$ cat src/rtl/sdp_ram_clr.sv
// Simple dual-port RAM with per-lane write enables, 1- or 2-cycle registered read,
// selectable read-during-write behaviour and an optional post-reset clear sweep.
module sdp_ram_clr #(
   parameter int unsigned          DATA_BITS      = 14,
   parameter int unsigned          ADDR_BITS      = 6,
   parameter int unsigned          BYTE_BITS      = DATA_BITS,
   parameter int unsigned          READ_LATENCY   = 1,
   parameter bit                   RDW_NEW        = 1'b0,
   parameter bit                   CLEAR_ON_RESET = 1'b1,
   parameter logic [DATA_BITS-1:0] CLEAR_VALUE    = '0
) (
   input  logic                           clk,
   input  logic                           rst,
   input  logic [ADDR_BITS-1:0]           wr_addr,
   input  logic [DATA_BITS-1:0]           wr_data,
   input  logic                           wr_en,
   input  logic [DATA_BITS/BYTE_BITS-1:0] wr_be,
   input  logic [ADDR_BITS-1:0]           rd_addr,
   input  logic                           rd_en,
   output logic [DATA_BITS-1:0]           rd_data,
   output logic                           rd_valid,
   output logic                           busy
);

   localparam int unsigned LANES = DATA_BITS / BYTE_BITS;
   localparam int unsigned DEPTH = 1 << ADDR_BITS;

   typedef enum logic {IDLE, CLEAR} state_t;

   state_t                 state, state_next;
   logic [ADDR_BITS-1:0]   clr_addr;
   logic [DATA_BITS-1:0]   mem [DEPTH];
   logic [DATA_BITS-1:0]   wr_word;
   logic [DATA_BITS-1:0]   rd_word;
   logic                   wr_acc;
   logic                   rd_acc;
   logic [DATA_BITS-1:0]   pipe_data;
   logic                   pipe_valid;

   // busy mirrors state == CLEAR, so it doubles as the request gate
   assign wr_acc = wr_en & ~busy & ~rst;
   assign rd_acc = rd_en & ~busy & ~rst;

   always_ff @(posedge clk) begin
      if (rst) begin
         state    <= CLEAR_ON_RESET ? CLEAR : IDLE;
         clr_addr <= '0;
         busy     <= CLEAR_ON_RESET;
      end else begin
         state <= state_next;
         busy  <= (state_next == CLEAR);
         if (state == CLEAR)
            clr_addr <= clr_addr + 1'b1;
      end
   end

   always_comb begin
      state_next = state;
      case (state)
         CLEAR:   if (clr_addr == '1) state_next = IDLE;
         default: state_next = state;
      endcase
   end

   always_comb begin
      wr_word = mem[wr_addr];
      for (int unsigned i = 0; i < LANES; i++)
         if (wr_be[i])
            wr_word[i*BYTE_BITS +: BYTE_BITS] = wr_data[i*BYTE_BITS +: BYTE_BITS];
   end

   always_comb begin
      rd_word = mem[rd_addr];
      if (RDW_NEW && wr_acc && (wr_addr == rd_addr))
         rd_word = wr_word;
   end

   always_ff @(posedge clk) begin
      if (state == CLEAR && !rst)
         mem[clr_addr] <= CLEAR_VALUE;
      else if (wr_acc)
         mem[wr_addr] <= wr_word;
   end

   if (READ_LATENCY == 2) begin : g_lat2
      always_ff @(posedge clk) begin
         if (rst) begin
            pipe_valid <= 1'b0;
            pipe_data  <= '0;
         end else begin
            pipe_valid <= rd_acc;
            if (rd_acc)
               pipe_data <= rd_word;
         end
      end
   end else begin : g_lat1
      always_comb begin
         pipe_valid = rd_acc;
         pipe_data  = rd_word;
      end
   end

   // Output register holds rd_data between valid pulses
   always_ff @(posedge clk) begin
      if (rst) begin
         rd_valid <= 1'b0;
         rd_data  <= '0;
      end else begin
         rd_valid <= pipe_valid;
         if (pipe_valid)
            rd_data <= pipe_data;
      end
   end

endmodule

$ cat config.mk
export PLATFORM = sky130hd
export DESIGN_NAME = sdp_ram_clr
export DESIGN_NICKNAME = d
export VERILOG_FILES = /design/src/rtl/sdp_ram_clr.sv
export SDC_FILE = /design/constraint.sdc
export NUM_CORES = 1
export LEC_CHECK = 0
export ABC_AREA = 1
export CORE_UTILIZATION = 65
export DETAILED_ROUTE_END_ITERATION = 8
export PLACE_DENSITY = 0.8
export SETUP_SLACK_MARGIN = 0.05
export SLEW_MARGIN = 15
export SYNTH_ARGS = -nofsm -noshare
export SYNTH_HDL_FRONTEND = slang
export SYNTH_SLANG_ARGS = --single-unit
$ cat constraint.sdc
create_clock -name clk -period 7.8 [get_ports clk]
set_input_delay 1.56 -clock clk [delete_from_list [all_inputs] [get_ports clk]]
set_output_delay 1.56 -clock clk [all_outputs]
set_load 0.05 [all_outputs]
; Yosys cells after proc, flatten, opt, wreduce, memory -nomap -nowiden
; Memories as Yosys holds them, arrays and structs flattened. A register that Yosys moved wholly into a read port is not among the register bits.
; Index checks and enable logic that the tools add are counted.
[totals]
regBits = 8
mem_bits_rw = 896
inputBits = 31
out_inout_bits = 16
elab_cells = 28
n_memories = 1
[memory_table]
columns = memory, words, word_bits, rd, rd_clocked_by_memory_dff, wr, line_no
row1 = mem, 64, 14, 1, 1, 1, 32  ; logic [DATA_BITS-1:0] mem [DEPTH];
[classes]
addsub = 1
eq_ne = 2
mux = 11
bitwise_logic = 6
n_reduce_logical = 4
[ops]
columns = op, count
row1 = 14-bit two-way mux, 2
row2 = 14-bit OR reduction, 1
row3 = 1-bit two-way mux, 8
row4 = 6-bit by 1-bit adder with 6-bit output (second input constant), 1
row5 = 6-bit equality test (second input constant), 1
row6 = 6-bit two-way mux, 1
row7 = 1-bit bitwise AND, 4
row8 = 1-bit NOT, 2
row9 = 2-bit AND reduction, 1
row10 = 1-bit logical AND, 1
row11 = 1-bit logical NOT, 1
row12 = 1-bit inequality test (second input constant), 1

; Logic depth before layout (Yosys ltp)
; Gate-level depths: netlist of the first run.
[depth]
ltp_word = 9
ltp_mapped = 14
depth_no_buf = 11

; Least setup slack after synthesis of the first run
; No wires, ideal clock.
[synth_timing]
path_type = input to register
start = input rst
end = memory mem[40][0] (enable)
setup_ns = 0.421
arrival_time_ns = 3.792
required_time_ns = 7.379
slack_ns = 3.587
path_stages = 7
path_buffers = 0
path_cell_list = nor2_4 -> nand3_4 -> o21ai_2 -> inv_1 -> nor2_1 -> nand3_1 -> nor4_1
[synth_via]
elab_chain_cells = 8
elab_cells_between_ends = 13
classes_between = mux (7) / bitwise (2) / reduce/logical (4)
[synth_lines]
columns = item, line_no
row1 = start: declaration, 13  ; input logic rst,
row2 = 1-bit NOT, 41  ; assign wr_acc = wr_en & ~busy & ~rst;
row3 = 1-bit bitwise AND, 41
row4 = 1-bit two-way mux, 81  ; else if (wr_acc)
row5 = 1-bit two-way mux, 79  ; if (state == CLEAR && !rst)
row6 = 1-bit two-way mux (implied by the code), 82  ; mem[wr_addr] <= wr_word;
row7 = 2-bit AND reduction (no line), -
row8 = 14-bit OR reduction (no line), -
row9 = 6-bit two-way mux (no line) / 1-bit two-way mux (equally long branches), -
row10 = end: declaration, 32
; Several ways; a longest one is shown, not always the timed one.

; Worst setup path after layout of the first run
[layout_timing]
start = input rst
end = memory mem[37][4] (enable)
; The elaborated chain is that of the path after synthesis.

==> results of run 1 <==
## path summary, 6_finish.rpt
path / end / slack, ns / depth (start not counted)
max: mem[37][4] / 2.34 / 8
min: rd_data[10] / 0.48 / 2
max reg2reg: mem[37][4] / 3.29 / 7
min reg2reg: rd_data[10] / 0.48 / 2
## area by class of cell
class,count,share of cell area
inverter,35,0.00355
timing repair buffer,86,0.0186
clock inverter,41,0.00691
clock buffer,117,0.0582
multi-input combinational,2070,0.221
sequential,918,0.668
tap,756,0.0231
## metrics by stage
step | power, W | cell area [µm²] | cells | utilization
6_report | 0.00981 | 40900 | 4023 | 0.724
5_1_grt | 0.0100 | 40900 | 4023 | 0.724
4_1_cts | 0.00979 | 40900 | 4023 | 0.724
3_5_place_dp | 0.00590 | 38200 | 3865 | 0.677
3_3_place_gp | 0.00589 | 38200 | 3865 | 0.677
2_1_floorplan | 0.00575 | 37200 | 3222 | -
## where the power goes
group          switching (W)  internal, W
registers         0.00000482      0.00534
logic               0.000346     0.000115
clock network        0.00175      0.00224
total                0.00210      0.00770
## flip-flops by register name (all words and copies together), names as in the netlist
| signal | cells |
|---|---|
| rd_data | 14 |
| rd_valid | 1 |
| clr_addr | 6 |
| state | 1 |
| mem | 896 |
## cell families (layout without fill, tap and decap cells)
family,after synthesis,count (layout),synth area share
AND/OR/NAND/NOR,2056,2056,0.236
flip-flops,918,918,0.734
buffers and inverters,234,279,0.0271
AO/OA/AOI/OAI,13,13,0.00269
adder cells (fa/ha/maj),1,1,0.000336
## cells in the final DEF, fill, tap and decap left out, drive strengths merged, types with 3 or more instances in the layout
master,count
clkinvlp,3
nor3,3
nand2,1181
inv,35
nand4,8
nand3,778
nor4,8
bufinv,3
edfxtp,896
clkbuf,117
clkinv,35
dfxtp,22
clkdlybuf4s50,42
o21ai,9
buf,44
nor2,78
## critical path: cells and delay by family
family / cells / cell delay [ns]
buffers and inverters: 2 / 0.83
AND/OR/NAND/NOR: 5 / 3.12
AO/OA/AOI/OAI: 1 / 0.18
## routing by layer
| metal | GRT usage | vias up |
|---|---|---|
| met3 | 0.0676 | 291 |
| met4 | 0.158 | 0 |
| li1 | - | 11200 |
| met1 | 0.477 | 12100 |
| met2 | 0.537 | 1867 |
| met5 | 0 | - |
==> summary.md, run 1 <==
| Metric | Value |
|---|---|
| Clock root cell | clkbuf_16 |
| GPL Wtd Cong | 0.982 |
| Sequential fraction of the synthesis area | 0.734 |
| Wire length on met3 | 12400 µm |
| Initial Util | 0.659 |
| Critical path class | primary input to flop |
| Setup TNS | 0 ns |
| EDFF count, synth | 896 |
| Peak Freq | 183 MHz |
| Relative slew slack | 0.209 |
| Startpoint Class | primary input |
| Vias in the first global route | 24000 |
| Layout area overhead | 9.91% |
| Worst-skew pair later-pin latency | between 0.6 and 0.7 ns |
| Congestion Overflow GR | 0 |
| Hold_sp | rd_data[10] |
| Post-DP HPWL | between 50000 and 60000 µm |
| DRC | 0 |
| CTS tree | yes |
| Vias | 25500 |
| Avg Cell Area, Syn | about 12 µm² |
| RSZ-0062 raised after global routing | false |
| Port bufs | 46 |
| Row cnt | 87 |
| Yosys top cell by area | edfxtp_1 |
| Asr flop ratio synth | 0 |
| Most common cell in the netlist | nand2_1 |
| Crit path required time | a little over 8 ns |
| Cell area after synthesis | ~37000 µm² |
| Commonest cells post-synth | nand2_1, edfxtp_1, nand3_1 |
| CP Max Fanout | 27 |
| 1st-iter DRT viols | approximately 4100 |
| GRT Total Usage | 0.345 |
| Core ar. | about 56000 µm² |
| Leak | roughly 16 nW |
| DRT met1 WL | between 30000 and 40000 µm |
| Yosys warning count | 0 |
| Vias/cell | roughly 6.3 |
| Max capacitance violation total | 0 |
| Hold Vio Cnt, Final | 0 |
| Top cells by area, synth | edfxtp_1, nand2_1, nand3_1, buf_2, dfxtp_1 |
| Slew Limit Fails | 0 |
| Pre-CTS WS | ~1.8 ns |
| Layout cell share with drive strength beyond 1 | 0.0634 |
| Synth Flop Type | edfxtp_1 |
| # resized after CTS | 0 |
| CP peak stage delay | 1.25 ns |
| CP Capture Type | flop |
| Clock sink count | just over 900 |
| Sequential cell area | between 20000 and 30000 µm² |
| Multi-input logic area | approximately 9000 µm² |
| Die Y | about 240 µm |
| PnR worst setup slack | between 2 and 2.5 ns |
| Largest net degree at the start of global routing | roughly 180 |
| Tightest Pin Transition | about 1.2 ns |
| Cells after synthesis | about 3200 |
| Cell variety after synth | 26 |
| CP startpoint | rst |
| H-tree depth | 3 |
| WP data arrival | 5.71 ns |
| Tcrit/Tclk final | 0.700 |
| Cts hold-fix bufs | 0 |
| Run status | complete, no violations |
| Initial antenna violation count | 0 |
| DIE WIDTH | 241 µm |
| Initial DRT Pass Iterations | 6 |
| Nets | approximately 3200 |
| Post-route ant nets | 0 |
| Layout Skew | about 0.026 ns |
| Number of synthesized register bits | 918 |
| CTS Buf Count | slightly below 90 |
| Share of Yosys cell area claimed by the top area cell type | 0.723 |
| Clock transition at path regs | 0.06 ns |
| Die area | roughly 58000 µm² |
| Cell Chain, Critical Path | clkdlybuf4s50_1, nor2_4, nand3_4, nand2_1, o21ai_2, inv_1, nand4_1, nor2_1 |
| Final min period | around 5.5 ns |
| Drt wl/cell | about 25 µm |
| # diodes | 0 |
| Synth Net Count | 3254 |
| WL final | 98700 µm |
| Clk buf depth | 3 |
| Fillers | about 3600 |
| Setup-failing EPs final | 0 |
| Worst r2r src | state |
| Power per cell area | 240 nW/µm² |
| Highest routed layer | met4 |
| Routed wl met2 | about 46000 µm |
| Slowest-stage cell, CP | nor2_1 |
| Worst hold slack | between 0.4 and 0.5 ns |
| Peak supply drop | 0.190 mV |
| Ports | between 40 and 50 |
| Post-CTS setup repair buffer count | 0 |
| Worst min path class | flop to flop |
| First-pass GRT wire length | approximately 140000 µm |
Power figures use the tool's default switching activity.
==> inputs of run 2 (changes only) <==
--- a/config.mk
+++ b/config.mk
@@ -6,9 +6,9 @@
 export NUM_CORES = 1
 export LEC_CHECK = 0
 export ABC_AREA = 1
-export CORE_UTILIZATION = 65
+export CORE_UTILIZATION = 62
 export DETAILED_ROUTE_END_ITERATION = 8
-export PLACE_DENSITY = 0.8
+export PLACE_DENSITY = 0.77
 export SETUP_SLACK_MARGIN = 0.05
 export SLEW_MARGIN = 15
 export SYNTH_ARGS = -nofsm -noshare
==> constraint.sdc (replaced) <==
create_clock -name clk -period 5.3 [get_ports clk]
set_input_delay 1.06 -clock clk [delete_from_list [all_inputs] [get_ports clk]]
set_output_delay 1.06 -clock clk [all_outputs]
set_load 0.05 [all_outputs]
==> run 2 against run 1 <==
Effect of this change: the flow now finishes with violations (DRC); core utilization down 1.8 points; final area grew 2.0%; critical endpoint is now mem[17][13]; combinational power increased by 53%.
==> summary.md, run 2 (synthesized netlist as in run 1, its figures left out) <==
| Metric | Value |
|---|---|
| Die Y | around 250 µm |
| Met3 GRT Util | 0.0807 |
| Setup TNS | 0 ns |
| Most common cell after layout, fill and taps aside | nand2_1 |
| Clk buf depth | 3 |
| WP data arrival | 4.15 ns |
| RSZ-0062 raised after global routing | false |
| Cells on Worst Hold Path | 2 |
| CP Capture Type | flop |
| Failing checks | DRC |
| Critical path class | primary input to flop |
| Commonest non-fill, non-tap cells in the layout | nand2_1, edfxtp_1, nand3_1 |
| H-tree depth | 3 |
| First-pass GRT wire length | 148000 µm |
| Clock sink count | between 900 and 1000 |
| Ports | 47 |
| 1st-iter DRT viols | ~4000 |
| Post-route ant nets | 0 |
| GRT Total Usage | 0.334 |
| Gr busiest metal | met2 |
| Initial DRT Pass Iterations | 8 |
| DRC | 4 |
| Hold EP | rd_data[4] |
| Post-DP HPWL | just under 60000 µm |
| Drt wl/cell | 24.3 µm |
| Initial antenna violation count | 0 |
| Nets | around 3300 |
| Non-Filler Instances | around 4100 |
| PnR worst setup slack | roughly 1.5 ns |
| Clock transition at path regs | about 0.060 ns |
| Met1 usage | 0.470 |
| Hold Vio Cnt, Final | 0 |
| Met2 GRT Util | 0.507 |
| Power Total | between 0.01 and 0.015 W |
| Layout cell share with drive strength beyond 1 | 0.0818 |
| Layout Skew | 0.0254 ns |
| GPL Wtd Cong | approximately 0.96 |
| Clock root cell | clkbuf_16 |
| Slew Limit Fails | 0 |
| Largest net degree at the start of global routing | between 200 and 250 |
| Placed cell count | between 3000 and 4000 |
| Initial Util | 0.630 |
| Max FFs per register | 896 |
| FF-to-FF setup slack | about 2 ns |
| Post-CTS setup repair buffer count | 0 |
| Startpoint Class | primary input |
| Leak | between 15 and 20 nW |
| Area post-placement | 39000 µm² |
| Worst min path class | flop to flop |
| Crit path required time | between 5 and 6 ns |
| Worst-skew pair later-pin latency | 0.65 ns |
| Setup-failing EPs final | 0 |
| Worst r2r path cells | 8 |
| Core ar. | 59100 µm² |
| WL final | between 100000 and 150000 µm |
| CP Max Fanout | 20 |
| Row cnt | roughly 90 |
| Port bufs | 46 |
| Peak supply drop | a little over 0.4 mV |
| Finished layout cell area | 41800 µm² |
| Relative slew slack | 0.286 |
| Multi-input logic area | 9040 µm² |
| Vias/cell | approximately 6.2 |
| # resized after CTS | 0 |
| Die area | 61000 µm² |
| CTS Buf Count | 88 |
| Tcrit/Tclk final | 0.719 |
| Final min period | 3.81 ns |
| Pre-CTS WS | 1.00 ns |
| Layout area overhead | 12.1% |
| Max capacitance violation total | 0 |
| Cts hold-fix bufs | 0 |
| Hold_sp | rd_data[4] |
| Vias | approximately 26000 |
| CTS tree | yes |
| Sequential cell area | 27300 µm² |
| Fillers | between 3000 and 4000 |
| Peak Freq | ~260 MHz |
| Top Registers | mem: 896 flops, rd_data: 14 flops, clr_addr: 6 flops |
| Power per cell area | ~350 nW/µm² |
| DIE WIDTH | about 250 µm |
| Run status | complete, but fails checks |
| Tightest Pin Transition | 1.07 ns |
| Congestion Overflow GR | 0 |
| R2r endpoint | mem[17][13] |
| Vias in the first global route | about 24000 |
| Top reg by flops | mem |
| Worst r2r src | state |
[run 2: cell types whose count changed in the layout (fill, tap and decap cells not counted), moves of 3 or more]
cell	delta
buf_12	+14
buf_4	+62
bufinv_16	+3
clkinv_1	+4
clkinv_2	-5
inv_6	+3
nor2_1	+11
nor2_2	-11
[run 2: where the power goes]
part	leakage [nW]	internal, W	switching (W)
clock network	1.32	0.00339	0.00265
registers	9.99	0.00786	0.00000732
logic	4.77	0.000182	0.000523
[run 2: final cells by class]
| type | instances | area share |
|---|---|---|
| flip-flops and latches | 918 | 0.655 |
| diodes | 1 | 0.0000599 |
| clock inverters | 51 | 0.0106 |
| inverters | 35 | 0.00348 |
| multi-input cells | 2070 | 0.216 |
| well taps | 773 | 0.0232 |
| clock buffers | 113 | 0.0552 |
| repair buffers | 162 | 0.0360 |
[run 2: routing by layer]
layer,wire (µm),up-vias
met5,0,-
met4,3800,0
met3,13000,222
met2,46000,1782
met1,37500,12200
li1,-,11400
[run 2: stage by stage]
stage	hold WS, ns	util
6_report	0.472	0.706
5_1_grt	0.495	0.706
4_1_cts	0.477	0.706
3_5_place_dp	0.468	0.660
3_3_place_gp	0.463	0.660
2_1_floorplan	0.455	-
[run 2: worst max path at each step]
| stage | depth (start not counted) | end | startpoint | slack [ns] |
|---|---|---|---|---|
| after floorplan | 7 | mem[40][0] | rst | 1.59 |
| after global placement | 9 | mem[17][13] | rst | 1.17 |
| after detailed placement | 9 | mem[17][6] | rst | 1.00 |
| after CTS | 9 | mem[17][12] | rst | 1.64 |
| after global routing | 9 | mem[17][5] | rst | 1.44 |
| final | 9 | mem[17][13] | rst | 1.49 |
[run 2: critical path, stage by stage]
cell	delay, ns
clkdlybuf4s50_1	0.51
nor2_4	0.19
nand3_4	0.34
nand2_1	0.22
o21ai_2	0.17
inv_1	0.33
nand4_2	0.68
nor2_1	0.35
buf_4	0.28
